==> src/rtl/oc_alloc_bankmap.sv <==
// Operand-collector allocator: grabs a free collector round-robin, maps sources to {bank,row}, issues reads.
// First beat is valid the cycle after accept (same-bank pairs take two beats); rd_* outputs hold while rd_ready is low.
module oc_alloc_bankmap #(
  parameter int NUM_OC        = 4,
  parameter int NUM_WARPS     = 8,
  parameter int REGS_PER_WARP = 8,
  parameter int NUM_BANKS     = 4,
  localparam int OC_W   = $clog2(NUM_OC),
  localparam int WARP_W = $clog2(NUM_WARPS),
  localparam int REG_W  = $clog2(REGS_PER_WARP),
  localparam int BANK_W = $clog2(NUM_BANKS),
  localparam int ROW_W  = $clog2(NUM_WARPS*REGS_PER_WARP/NUM_BANKS)
) (
  input  logic              clk,
  input  logic              rst,
  input  logic              in_valid,
  output logic              in_ready,
  input  logic [WARP_W-1:0] in_warp,
  input  logic [REG_W-1:0]  in_src_a,
  input  logic [REG_W-1:0]  in_src_b,
  input  logic              in_two_op,
  input  logic [NUM_OC-1:0] oc_release,
  output logic [NUM_OC-1:0] oc_busy,
  output logic              rd_valid,
  input  logic              rd_ready,
  output logic [OC_W-1:0]   rd_ocid,
  output logic              rd_a_en,
  output logic              rd_b_en,
  output logic [BANK_W-1:0] rd_bank_a,
  output logic [BANK_W-1:0] rd_bank_b,
  output logic [ROW_W-1:0]  rd_row_a,
  output logic [ROW_W-1:0]  rd_row_b,
  output logic              rd_last
);

  typedef enum logic [1:0] {S_IDLE = 2'd0, S_SEND = 2'd1, S_SEND_B = 2'd2} state_t;

  // Warp swizzle spreads the same register of consecutive warps across banks.
  function automatic logic [BANK_W-1:0] f_bank(input logic [WARP_W-1:0] w, input logic [REG_W-1:0] r);
    logic [WARP_W+REG_W:0] s;
    s = {{(WARP_W+1){1'b0}}, r} + {{(REG_W+1){1'b0}}, w};
    return s[BANK_W-1:0];
  endfunction

  function automatic logic [ROW_W-1:0] f_row(input logic [WARP_W-1:0] w, input logic [REG_W-1:0] r);
    return ROW_W'(w) * ROW_W'(REGS_PER_WARP/NUM_BANKS) + ROW_W'(r >> BANK_W);
  endfunction

  state_t              r_state, w_state_nxt;
  logic [NUM_OC-1:0]   r_busy;
  logic [OC_W-1:0]     r_rr_ptr;
  logic [BANK_W-1:0]   r_pend_bank;
  logic [ROW_W-1:0]    r_pend_row;
  logic                r_rd_valid, r_rd_a_en, r_rd_b_en, r_rd_last;
  logic [OC_W-1:0]     r_rd_ocid;
  logic [BANK_W-1:0]   r_rd_bank_a, r_rd_bank_b;
  logic [ROW_W-1:0]    r_rd_row_a, r_rd_row_b;

  logic                w_accept, w_found, w_conflict;
  logic [OC_W-1:0]     w_alloc_idx, w_cand;
  logic [NUM_OC-1:0]   w_set;
  logic [BANK_W-1:0]   w_bank_a, w_bank_b;
  logic [ROW_W-1:0]    w_row_a, w_row_b;

  assign w_bank_a   = f_bank(in_warp, in_src_a);
  assign w_bank_b   = f_bank(in_warp, in_src_b);
  assign w_row_a    = f_row(in_warp, in_src_a);
  assign w_row_b    = f_row(in_warp, in_src_b);
  assign w_conflict = in_two_op && (w_bank_a == w_bank_b);
  assign w_accept   = in_valid && in_ready;
  assign w_set      = w_accept ? (NUM_OC'(1) << w_alloc_idx) : '0;

  always_comb begin
    w_alloc_idx = r_rr_ptr;
    w_found     = 1'b0;
    w_cand      = '0;
    for (int k = 0; k < NUM_OC; k++) begin
      w_cand = r_rr_ptr + OC_W'(k);
      if (!w_found && !r_busy[w_cand]) begin
        w_alloc_idx = w_cand;
        w_found     = 1'b1;
      end
    end
  end

  always_ff @(posedge clk or negedge rst) begin
    if (!rst) r_state <= S_IDLE;
    else      r_state <= w_state_nxt;
  end

  always_comb begin
    w_state_nxt = r_state;
    case (r_state)
      S_IDLE:   if (w_accept) w_state_nxt = S_SEND;
      S_SEND:   if (rd_ready) w_state_nxt = r_rd_last ? S_IDLE : S_SEND_B;
      S_SEND_B: if (rd_ready) w_state_nxt = S_IDLE;
      default:  w_state_nxt = S_IDLE;
    endcase
  end

  always_comb begin
    in_ready = (r_state == S_IDLE) && !(&r_busy);
  end

  // Set wins over release so a forced same-index collision never loses an allocation.
  always_ff @(posedge clk or negedge rst) begin
    if (!rst) begin
      r_busy      <= '0;
      r_rr_ptr    <= '0;
      r_pend_bank <= '0;
      r_pend_row  <= '0;
    end else begin
      r_busy <= (r_busy & ~oc_release) | w_set;
      if (w_accept) begin
        r_rr_ptr    <= w_alloc_idx + OC_W'(1);
        r_pend_bank <= w_bank_b;
        r_pend_row  <= w_row_b;
      end
    end
  end

  always_ff @(posedge clk or negedge rst) begin
    if (!rst) begin
      r_rd_valid  <= 1'b0;
      r_rd_ocid   <= '0;
      r_rd_a_en   <= 1'b0;
      r_rd_b_en   <= 1'b0;
      r_rd_bank_a <= '0;
      r_rd_bank_b <= '0;
      r_rd_row_a  <= '0;
      r_rd_row_b  <= '0;
      r_rd_last   <= 1'b0;
    end else if (w_accept) begin
      r_rd_valid  <= 1'b1;
      r_rd_ocid   <= w_alloc_idx;
      r_rd_a_en   <= 1'b1;
      r_rd_bank_a <= w_bank_a;
      r_rd_row_a  <= w_row_a;
      r_rd_b_en   <= in_two_op && !w_conflict;
      r_rd_bank_b <= (in_two_op && !w_conflict) ? w_bank_b : '0;
      r_rd_row_b  <= (in_two_op && !w_conflict) ? w_row_b : '0;
      r_rd_last   <= !w_conflict;
    end else if (r_rd_valid && rd_ready) begin
      r_rd_valid  <= !r_rd_last;
      r_rd_ocid   <= r_rd_last ? '0 : r_rd_ocid;
      r_rd_a_en   <= 1'b0;
      r_rd_bank_a <= '0;
      r_rd_row_a  <= '0;
      r_rd_b_en   <= !r_rd_last;
      r_rd_bank_b <= r_rd_last ? '0 : r_pend_bank;
      r_rd_row_b  <= r_rd_last ? '0 : r_pend_row;
      r_rd_last   <= !r_rd_last;
    end
  end

  assign oc_busy   = r_busy;
  assign rd_valid  = r_rd_valid;
  assign rd_ocid   = r_rd_ocid;
  assign rd_a_en   = r_rd_a_en;
  assign rd_b_en   = r_rd_b_en;
  assign rd_bank_a = r_rd_bank_a;
  assign rd_bank_b = r_rd_bank_b;
  assign rd_row_a  = r_rd_row_a;
  assign rd_row_b  = r_rd_row_b;
  assign rd_last   = r_rd_last;

endmodule

==> config.mk <==
export PLATFORM = sky130hd
export DESIGN_NAME = oc_alloc_bankmap
export DESIGN_NICKNAME = d
export VERILOG_FILES = /design/src/rtl/oc_alloc_bankmap.sv
export SDC_FILE = /design/constraint.sdc
export NUM_CORES = 1
export LEC_CHECK = 0
export ABC_CLOCK_PERIOD_IN_PS = 2700
export BUFFER_PORTS_ARGS = -buffer_cell sky130_fd_sc_hd__buf_2
export CAP_MARGIN = 20
export CORE_ASPECT_RATIO = 0.5
export CORE_MARGIN = 1
export CORE_UTILIZATION = 55
export CTS_CLUSTER_SIZE = 24
export DETAILED_ROUTE_END_ITERATION = 8
export MAX_ROUTING_LAYER = met4
export PLACE_DENSITY = 0.83
export SYNTH_ARGS = -nofsm -noshare
export SYNTH_HDL_FRONTEND = slang
export SYNTH_SLANG_ARGS = --single-unit
==> constraint.sdc <==
create_clock -name clk -period 2.7 [get_ports clk]
set_input_delay 0.27 -clock clk [delete_from_list [all_inputs] [get_ports clk]]
set_output_delay 0.27 -clock clk [all_outputs]
set_load 0.03 [all_outputs]
== Word-level counts from Yosys, hierarchy flattened ==
Cells that the tools add are included.
Cells by class
  add/subtract/negate cells: 8
  magnitude comparators: 4
  eq/ne operators: 6
  shift operators: 1
  multiplexer cells: 41
  bitwise logic cells: 3
  reductions and logical operators: 22
Operator list (number)
  two-way mux 2 bit: 16
  two-way mux 4 bit: 7
  two-way mux 1 bit: 13
  less-than comparator 2 x 3 -> 1 bit (second input constant): 4
  adder 4 x 1 -> 4 bit: 2
  binary-select mux 1 bit (select 2 bit): 4
  logical AND 1 bit: 8
  zero test 1 bit: 8
  != test 2 bit (second input constant): 3
  one-hot mux 2 bit (3 select lines): 1
  adder 2 x 1 -> 2 bit (second input constant): 2
  adder 2 bit: 2
  adder 2 bit (second input constant): 2
  AND 4 bit: 1
  NOT 4 bit: 1
  OR 4 bit: 1
  AND reduction 4 bit: 1
  nonzero test 2 bit: 2
  left shift 1 x 2 -> 4 bit (first input constant): 1
  AND reduction 3 bit: 1
  equality test 2 x 1 -> 1 bit (second input constant): 1
  equality test 2 bit: 1
  equality test 2 bit (second input constant): 1
  zero test 2 bit: 1
  AND reduction 2 bit: 1
Word-level totals
  flip-flop bits (word level): 32
  input port bits: 18
  output and inout bits: 23
  logic and storage cells: 99

== Depth between registers and ports, before layout ==
Gate-level depths: netlist of run 1.
  depth after elaboration: 15
  mapped depth: 7
  mapped depth without buffers: 5

== Worst setup path before layout of run 1 ==
Ideal clock, no wire load.
  path type: reg2reg
  start point: register r_busy[0] (netlist: oc_busy[0])
  end point: register r_rd_b_en (netlist: rd_b_en)
  setup time: 0.129 ns
  arrival time: 1.491 ns
  required time: 2.571 ns
  path slack: 1.079 ns
  stages on the path, launching flop included: 8
  path buffers: 3
  period minus slack after synthesis: 1.621 ns
  cells stage by stage: dfrtp_1 buf_2 nand4_1 and3_1 buf_6 buf_6 a211oi_2 a21oi_1
On the way
  longest elaborated chain between the ends: 5
  elaborated cells on any way between the ends: 6
  classes of those cells: mux (1); reduce/logical (5)
RTL lines
  from (decl): RTL line 50  | logic [NUM_OC-1:0] r_busy;
  from (signal assigned): RTL line 113  | r_busy <= (r_busy & ~oc_release) | w_set;
  AND reduction 4 bit *: RTL line 102  | in_ready = (r_state == S_IDLE) && !(&r_busy);
  zero test 1 bit *: RTL line 102
  logical AND 1 bit *: RTL line 102
  logical AND 1 bit *: RTL line 70  | assign w_accept = in_valid && in_ready;
  two-way mux 1 bit / nonzero test 2 bit (equally long branches)
  to (signal assigned): RTL line 139  | r_rd_b_en <= in_two_op && !w_conflict;
  to (signal assigned): RTL line 149  | r_rd_b_en <= !r_rd_last;
  to (decl): RTL line 54  | logic r_rd_valid, r_rd_a_en, r_rd_b_en, r_rd_last;
Every way passes the cells marked *; elsewhere a longest branch is shown, timed or not.
A chain may end at the register's enable or synchronous reset.

== Worst setup path after layout of run 1 ==
  start point: register r_busy[0] (netlist: oc_busy[0])
  end point: register r_rr_ptr[1]
On the way
  longest elaborated chain between the ends: 12
  elaborated cells on any way between the ends: 27
  classes of those cells: add/sub (1); mux (14); reduce/logical (12)
RTL lines
  binary-select mux 1 bit (select 2 bit): RTL line 79  | if (!w_found && !r_busy[w_cand]) begin
  two-way mux 1 bit (implied by the code): RTL line 79
  zero test 1 bit: RTL line 79
  logical AND 1 bit: RTL line 79
  two-way mux 1 bit: RTL line 79
  zero test 1 bit: RTL line 79
  logical AND 1 bit: RTL line 79
  two-way mux 1 bit: RTL line 79
  zero test 1 bit: RTL line 79
  logical AND 1 bit: RTL line 79
  two-way mux 2 bit: RTL line 79
  adder 2 x 1 -> 2 bit: RTL line 115  | r_rr_ptr <= w_alloc_idx + OC_W'(1);
  to (signal assigned): RTL line 115
  to (decl): RTL line 51  | logic [OC_W-1:0] r_rr_ptr;
Several ways; a longest one is shown, not always the timed one. The select of a mux whose other input is x is not followed.

==> results of run 1 <==
-- layout by cell type, fill, tap and decap left out, drive strengths merged, types with 5 or more instances in the layout --
master / Yosys / final
nand3: 8 / 8
nor2: 5 / 5
a21oi: 14 / 14
o21ai: 6 / 6
o22ai: 12 / 12
clkbuf: 2 / 7
nand2b: 7 / 7
dfrtp: 32 / 32
nor3b: 6 / 6
nand2: 32 / 32
buf: 8 / 41
-- power by group through the flow --
stage / Combinational (uW) / Clock, uW / Sequential, uW
finish: 1060 / 397 / 886
global route: 1150 / 417 / 922
CTS: 1060 / 400 / 880
detailed placement: 1040 / 0 / 882
global placement: 1030 / 0 / 878
floorplan: 628 / 0 / 1060
-- stage by stage --
step | utilization (%) | instances
floorplan | - | 163
global placement | 66.0 | 231
detailed placement | 66.0 | 231
CTS | 69.7 | 238
global route | 69.7 | 238
finish | 69.7 | 238
-- per-layer routing --
metal | vias to the layer above | wire length (um) | part of all wire (%) | global-route usage [%]
met5 | - | 0 | 0 | -
met4 | 0 | 74 | 2.1 | 10.4
met3 | 12 | 147 | 4.2 | 6.82
met2 | 43 | 1710 | 49 | 47.8
met1 | 654 | 1590 | 45 | 28.9
li1 | 649 | - | - | -
-- final timing paths --
path / slack [ns] / cells past startpoint / from / endpoint
max: 0.99 / 4 / oc_busy[0] / r_rr_ptr[1]
min: 0.03 / 1 / rst / r_rr_ptr[1]
max reg2reg: 0.99 / 4 / oc_busy[0] / r_rr_ptr[1]
min reg2reg: 0.47 / 2 / rd_a_en / rd_a_en
max in group asynchronous: 2.21 / 1 / rst / rd_a_en
min in group clk: 0.17 / 2 / oc_release[2] / oc_busy[2]
-- cells by family after synthesis --
family / after synthesis / share of synthesized area (%)
AOI/OAI and AO/OA: 43 / 18.2
xor gates and xnor gates: 6 / 3.32
adders and majority gates: 2 / 1.58
buffers and inverters: 14 / 5.69
and+or+nand+nor: 66 / 20.6
DFF: 32 / 50.6
-- state kept, by name (all words and copies together), names as in the netlist --
signal	count
oc_busy	4
r_pend_row	4
rd_row_a	4
rd_row_b	4
r_pend_bank	2
r_rr_ptr	2
r_state	2
rd_bank_a	2
rd_bank_b	2
rd_ocid	2
rd_a_en	1
rd_b_en	1
rd_last	1
rd_valid	1
-- cell type report --
cell class / count / area share, %
Timing Repair Buffer: 41 / 11.2
Clock buffer: 7 / 5.19
Multi-Input combinational cell: 117 / 37.2
Inverter: 4 / 0.808
Sequential cell: 32 / 43.1
Tap cell: 37 / 2.49
==> results.ini, run 1 <==
[power]
pwr-share-clk_pct=17.0
finalPower_uw=2340
p_sw_share_pct=45.0
power.density_nw_per_um2=1260
p_int_uw=1290
pwr-share-comb_pct=45.2
switching_power_uw=1050
seqPwrFrac_pct=37.9
ir_drop_mv=0.522
p_leak_uw=0.000905

[routing]
vias_per_cell=5.71
dr.first_iter.drc_count=55
avgRoutedWirePerCell_um=14.8
vias=1358
drcViolationCount=0
ant_nets=0
firstDrtPassIters=4
drt-total-wl_mm=3.53

[grt]
grt_max_degree=33
gr-total-overflow=0
grt_pass1_vias=1262
track_usage_pct=26.1
antenna_found_initial=0
grt_pass1_wl_mm=5.71

[final_layout]
register_area_um2=801
area_delta_synth_final_pct=17.4
drive_gt1_share_pct=26.9
n_antenna_cell=0
layout.nets=221
final.fill_count=212
multi_input_area_um2=692
fin_area_um2=1860

[sta]
hold_viol_final=0
slew_headroom_pct=53.3
slew_violations=0
hold_slack_ns=0.0348
fmax_mhz=585
min_period_ns=1.71
period_share_pct=63.3
fin_worst_skew_ns=0.00403
finalSetupViolCount=0
tightest_slew_ns=0.701
rsz0062_at_grt=no
worst_slack_ns=0.990
setup_tns_ns=0

[synthesis]
synth_area_leaders=dfrtp_1 51%, nand2_1 7.6%, o22ai_1 4.7%, a21oi_1 4.1%, buf_6 2.8%
ys_types=36
yosysSeqAreaShare_pct=50.6
async_reset_ff_share_pct=100
yosysTopAreaCellShare_pct=50.6
syn-instance-count=163
ys_ff_latch=32
postSynthAreaPerCell_um2=9.71
yosys-top-cells-count=32 x dfrtp_1, 32 x nand2_1, 13 x a21oi_1
yosysTopAreaCell=dfrtp_1
yosys_warnings=0
synth_nets=183
syn_area_um2=1580
synth_flop_cell=dfrtp_1
synth_edf_count=0

[hold_path]
hold_path_class=in2async

[run]
drv_cap=0

[die]
design.core.area_um2=2670
die_h_um=39.9
die_area_um2=3110
rows=13
ios=41
initial_core_util_pct=59.3
die_w_um=77.9

[worst_setup_path]
worstSetupPathType=reg2reg
crit_chain=nand4_1 -> nand3_1 -> nor3_1 -> a21oi_1
startpoint_type=flop
path_delay_family=simple AND/OR/NAND/NOR gates
path_buf_inv=0
cp_slowest_stage_delay_ns=0.50
worstPathRequired_ns=2.86
end_kind=flop
slowest_stage=nand3_1
path_max_fanout=17
critPathArrivalTime_ns=1.87

[cts]
clkSinkCount=32
cts_hold_buf=0
h-tree-depth=2
cts.path.max_buffers=2
clk_pin_slew_ns=0.07
ctsResizeCount=0
cts_setup_buffers=0
root_buffer=clkbuf_8
cts_tree=done
cts_buffers=5
clk_latency_ns=0.28

[place]
dpl.hpwl_mm=2.25
routabilityCongestion=0.856
pre_cts_ws_ns=1.03
portBuffers=40
place_area_um2=1760

[status]
outcome=completed

Note: power is estimated with default switching activity, not from simulation.
==> run 2, diff against run 1 <==
==> config.mk (replaced) <==
export PLATFORM = sky130hd
export DESIGN_NAME = oc_alloc_bankmap
export DESIGN_NICKNAME = d
export VERILOG_FILES = /design/src/rtl/oc_alloc_bankmap.sv
export SDC_FILE = /design/constraint.sdc
export NUM_CORES = 1
export LEC_CHECK = 0
export ABC_AREA = 1
export ABC_CLOCK_PERIOD_IN_PS = 1750
export BUFFER_PORTS_ARGS = -buffer_cell sky130_fd_sc_hd__buf_2
export CAP_MARGIN = 20
export CORE_ASPECT_RATIO = 0.5
export CORE_MARGIN = 1
export CORE_UTILIZATION = 54
export CTS_CLUSTER_SIZE = 24
export DETAILED_ROUTE_END_ITERATION = 8
export MAX_ROUTING_LAYER = met4
export PLACE_DENSITY = 0.8
export SYNTH_ARGS = -nofsm -noshare
export SYNTH_HDL_FRONTEND = slang
export SYNTH_SLANG_ARGS = --single-unit
==> constraint.sdc (replaced) <==
create_clock -name clk -period 1.75 [get_ports clk]
set_input_delay 0.175 -clock clk [delete_from_list [all_inputs] [get_ports clk]]
set_output_delay 0.175 -clock clk [all_outputs]
set_load 0.03 [all_outputs]
==> results.ini, run 2 <==
[synthesis]
yosys-top-cells-count=67 x nand2_1, 32 x dfrtp_1, 25 x nand3_1
synth_flop_cell=dfrtp_1
synth_top_family_by_area=simple AND/OR/NAND/NOR gates
syn_area_um2=1840
synth.most_common_cell=nand2_1
synth_fa_ha_area_share_pct=1.36
yosys_warnings=0
synth_xor_area_share_pct=1.90
ys_types=31
yosysTopAreaCell=dfrtp_1
async_reset_ff_share_pct=100
synth_nets=250
postSynthAreaPerCell_um2=8.01
synth_compound_area_share_pct=10.9
yosys.area_share.simple_pct=35.0
yosysSeqAreaShare_pct=43.4
ys_ff_latch=32
synth_area_leaders=dfrtp_1 43%, nand2_1 14%, nand3_1 6.8%, nand2_2 5.4%, inv_1 3.7%
yosysTopAreaCellShare_pct=43.4
syn-instance-count=230
synth_edf_count=0
muxShareOfSynthArea_pct=0

[sta]
min_period_ns=1.64
fin_worst_skew_ns=0.00862
slew_violations=0
worst_slack_ns=0.115
setup_tns_ns=0
period_share_pct=93.4
slew_headroom_pct=51.7
tightest_slew_ns=0.724
hold_viol_final=0
fmax_mhz=612
hold_slack_ns=0.0581
finalSetupViolCount=0
rsz0062_at_grt=no

[power]
pwr-share-comb_pct=58.5
p_int_uw=2320
power.density_nw_per_um2=2150
ir_drop_mv=0.960
switching_power_uw=2410
pwr-share-clk_pct=12.8
p_sw_share_pct=50.9
seqPwrFrac_pct=28.7
p_leak_uw=0.00118

[grt]
grt_max_degree=33
gr-total-overflow=0
grt_pass1_vias=1580
grt_pass1_wl_mm=6.95
antenna_found_initial=0
track_usage_pct=25.5

[routing]
drt-total-wl_mm=4.07
firstDrtPassIters=6
drcViolationCount=0
vias_per_cell=5.25
dr.first_iter.drc_count=55
ant_nets=0
vias=1665
avgRoutedWirePerCell_um=12.8

[run]
drv_cap=0

[final_layout]
final_common_cell=nand2_1
n_antenna_cell=0
layout.nets=297
final_util_pct=70.5
area_delta_synth_final_pct=19.3
layout_common_cells=67 x nand2_1, 40 x buf_2, 30 x dfrtp_1
drive_gt1_share_pct=33.6

[cts]
clk_latency_ns=0.28
cts_tree=done
clk_pin_slew_ns=0.06
cts.path.max_buffers=2
cts_buffers=5
root_buffer=clkbuf_8
clkSinkCount=32
h-tree-depth=2

[place]
pre_cts_ws_ns=0.0128
portBuffers=40
dpl.hpwl_mm=2.95
routabilityCongestion=0.794

[die]
die_w_um=84.6
die_area_um2=3660
ios=41
rows=14
die_h_um=43.3
initial_core_util_pct=59.1
design.core.area_um2=3120

[worst_setup_path]
startpoint=oc_busy[1]
endpoint=rd_bank_b[0]
end_kind=flop
startpoint_type=flop
rr_startpoint=oc_busy[1]
worstSetupPathType=reg2reg
r2r-end=rd_bank_b[0]
reg2reg_depth=8
worstPathRequired_ns=1.94
path_max_fanout=16
critPathArrivalTime_ns=1.83
r2r_setup_slack_ns=0.11

[hold_path]
hold_path_class=in2reg

[status]
outcome=completed

run 2: power groups by stage:
stage,Combinational (uW),Sequential (uW),Clock (uW)
after global routing,3030,1400,644
after floorplan,1690,1770,0
after detailed placement,2740,1340,0
after CTS,2760,1340,616
final,2770,1360,606
after global placement,2690,1330,0
run 2: stage by stage:
step | area (um2) | power (uW) | instances
finish | 2200 | 4730 | 317
global route | 2200 | 5070 | 317
CTS | 2190 | 4710 | 317
detailed placement | 2080 | 4090 | 309
global placement | 2080 | 4020 | 309
floorplan | 1840 | 3460 | 230
run 2: worst min-delay path by stage:
stage,from,cells after the start,to,slack [ns]
floorplan,rst,0,oc_busy[0],-0.12
detailed placement,rst,1,oc_busy[0],0.27
CTS,oc_release[0],2,oc_busy[0],0.06
global route,oc_release[0],2,oc_busy[0],0.05
finish,oc_release[0],2,oc_busy[0],0.06
global placement,rst,1,oc_busy[0],0.26
run 2: logic make-up after synthesis:
group	after synthesis
xor+xnor	4
fa+ha+maj	2
compound gates	33
flops	32
simple gates	131
buf+inv	28
run 2: layout make-up:
class / count / area [um2]
flip-flops and latches: 32 / 803
clock buffers: 7 / 96.3
repair buffers: 46 / 248
multi-input cells: 170 / 911
fillers: 251 / 918
inverters: 22 / 91.3
well taps: 40 / 50.0
run 2: critical path, stage by stage (launching register included):
cell	delay, ns
dfrtp_1	0.44
nand3_1	0.10
o21a_2	0.23
nand2_4	0.12
nand2_4	0.10
inv_2	0.23
nand2_1	0.10
o21ai_0	0.09
o21bai_1	0.14
run 2: metal layers:
metal / share of wire (%) / global-route usage [%] / up-vias
li1: - / - / 833
met1: 48 / 31.5 / 800
met2: 49 / 43.3 / 30
met3: 2.9 / 5.25 / 2
met4: 0.42 / 7.46 / 0
met5: 0 / - / -
run 2: repair_timing:
action	CTS	global route
hold endpoints to repair	32	0
hold buffers	1	0
setup endpoints to repair	0	4
buffers inserted	0	0
gates resized for setup	0	6
==> run 3, diff against run 2 <==
--- a/config.mk
+++ b/config.mk
@@ -12,10 +12,11 @@
 export CORE_ASPECT_RATIO = 0.5
 export CORE_MARGIN = 1
 export CORE_UTILIZATION = 54
-export CTS_CLUSTER_SIZE = 24
+export CTS_CLUSTER_SIZE = 25
 export DETAILED_ROUTE_END_ITERATION = 8
 export MAX_ROUTING_LAYER = met4
-export PLACE_DENSITY = 0.8
+export PLACE_DENSITY = 0.89
+export SETUP_SLACK_MARGIN = 0.15
 export SYNTH_ARGS = -nofsm -noshare
 export SYNTH_HDL_FRONTEND = slang
 export SYNTH_SLANG_ARGS = --single-unit
==> results.ini, run 3 (synthesized netlist as in run 2, its figures left out) <==
[die]
initial_core_util_pct=59.1
die_h_um=43.3
design.core.area_um2=3120
die_w_um=84.6
ios=41
rows=14
die_area_um2=3660

[hold_path]
min_from=oc_release[1]
hold_path_class=in2reg
hold_depth=2
hold-path-endpoint=oc_busy[1]

[sta]
slew_headroom_pct=52.4
rsz0062_at_grt=yes
period_share_pct=98.1
min_period_ns=1.72
finalSetupViolCount=0
fmax_mhz=583
setup_tns_ns=0
hold_slack_ns=0.0494
fin_worst_skew_ns=0.00451
hold_viol_final=0
slew_violations=0
tightest_slew_ns=0.714

[grt]
antenna_found_initial=0
track_usage_pct=26.2
gr-total-overflow=0
grt_max_degree=33
grt_pass1_vias=1584
grt_pass1_wl_mm=6.91

[final_layout]
drive_gt1_share_pct=45.7
final_common_cell=nand2_1
final_util_pct=79.7
layout_common_cells=54 x nand2_1, 40 x buf_2, 26 x dfrtp_1
final.fill_count=203
area_delta_synth_final_pct=34.9
layout.nets=312
finalNonFillerCells=333
n_antenna_cell=0

[routing]
ant_nets=0
avgRoutedWirePerCell_um=15.1
vias_per_cell=5.64
drcViolationCount=0
vias=1878
drt-total-wl_mm=5.03
dr.first_iter.drc_count=98
firstDrtPassIters=6

[place]
routabilityCongestion=0.921
portBuffers=40
dpl.hpwl_mm=3.02
dp.cells=308

[cts]
clk_latency_ns=0.28
clk_pin_slew_ns=0.07
cts_buffers=5
cts.path.max_buffers=2
h-tree-depth=2
cts_tree=done
root_buffer=clkbuf_8
clkSinkCount=32

[worst_setup_path]
worstSetupPathType=reg2reg
critPathArrivalTime_ns=1.90
reg2reg_depth=10
end_kind=flop
path_max_fanout=5
r2r-end=rd_ocid[0]
worstPathRequired_ns=1.93
startpoint_type=flop
rr_startpoint=r_rr_ptr[0]
r2r_setup_slack_ns=0.03

[power]
p_leak_uw=0.00130
power.density_nw_per_um2=2290
finalPower_uw=5700
ir_drop_mv=0.982

[status]
outcome=completed

[run]
drv_cap=0

## run 3: cell types whose count changed in the layout (fill, tap and decap cells not counted), sizes merged
cell,previous run,this run
buf,45,59
bufinv,0,1
clkbuf,7,6
clkinv,0,1
clkinvlp,1,3
inv,21,20
## run 3: critical path, cell delays in order (launching register included)
cell     delay (ns)
dfrtp_2        0.45
buf_6          0.15
nand2_2        0.07
nand2_2        0.08
nand2_4        0.08
nand2_4        0.07
nor2_4         0.20
nand2_4        0.12
nand3_4        0.10
nand2_4        0.06
o21ai_0        0.23
## run 3: final cells by class
type / instances / area (um2) / share of cell area (%)
repair inverters: 1 / 5.00 / 0.201
inverters: 22 / 100 / 4.03
well taps: 40 / 50.0 / 2.01
flip-flops and latches: 32 / 808 / 32.5
multi-input cells: 170 / 1040 / 41.9
clock inverters: 2 / 35.0 / 1.41
clock buffers: 6 / 72.6 / 2.92
repair buffers: 60 / 373 / 15.0
## run 3: worst max path at each step
| stage | startpoint | endpoint | slack [ns] | cells past startpoint |
|---|---|---|---|---|
| 2_1_floorplan | oc_busy[2] | rd_bank_b[0] | 0.16 | 8 |
| 3_3_place_gp | in_warp[0] | rd_b_en | 0.1 | 11 |
| 3_5_place_dp | in_warp[0] | rd_b_en | 0.04 | 11 |
| 4_1_cts | r_rr_ptr[0] | oc_busy[1] | 0.15 | 12 |
| 5_1_grt | r_rr_ptr[0] | rd_ocid[0] | -0.03 | 10 |
| 6_report | r_rr_ptr[0] | rd_ocid[0] | 0.03 | 10 |
## run 3: per-stage QoR
stage | cell area, um2 | setup WS [ns]
3_3_place_gp | 2090 | 0.0998
4_1_cts | 2250 | 0.151
6_report | 2490 | 0.0337
5_1_grt | 2490 | -0.0284
3_5_place_dp | 2090 | 0.0399
2_1_floorplan | 1860 | 0.162
## run 3: repair_timing
| action | 4_1_cts | 5_1_grt |
|---|---|---|
| buffers inserted | 4 | 11 |
| cloned | 0 | 1 |
| hold endpoints to repair | 32 | 0 |
| hold buffers | 1 | 0 |
| resized for setup | 6 | 40 |
| pin swaps | 2 | 5 |
| endpoints found under the setup margin | 8 | 14 |
## run 3: routing by layer
layer,vias up,track usage (%),wire (um)
met5,-,-,0
met4,0,13.2,145
met3,18,5.84,292
met2,78,44.4,2600
met1,915,30.0,1990
li1,867,-,-
## run 3: where the power goes
group | internal, uW | switching (uW) | total [uW]
clock network | 422 | 278 | 700
registers | 1100 | 295 | 1400
logic | 1290 | 2310 | 3600
total | 2810 | 2890 | 5700
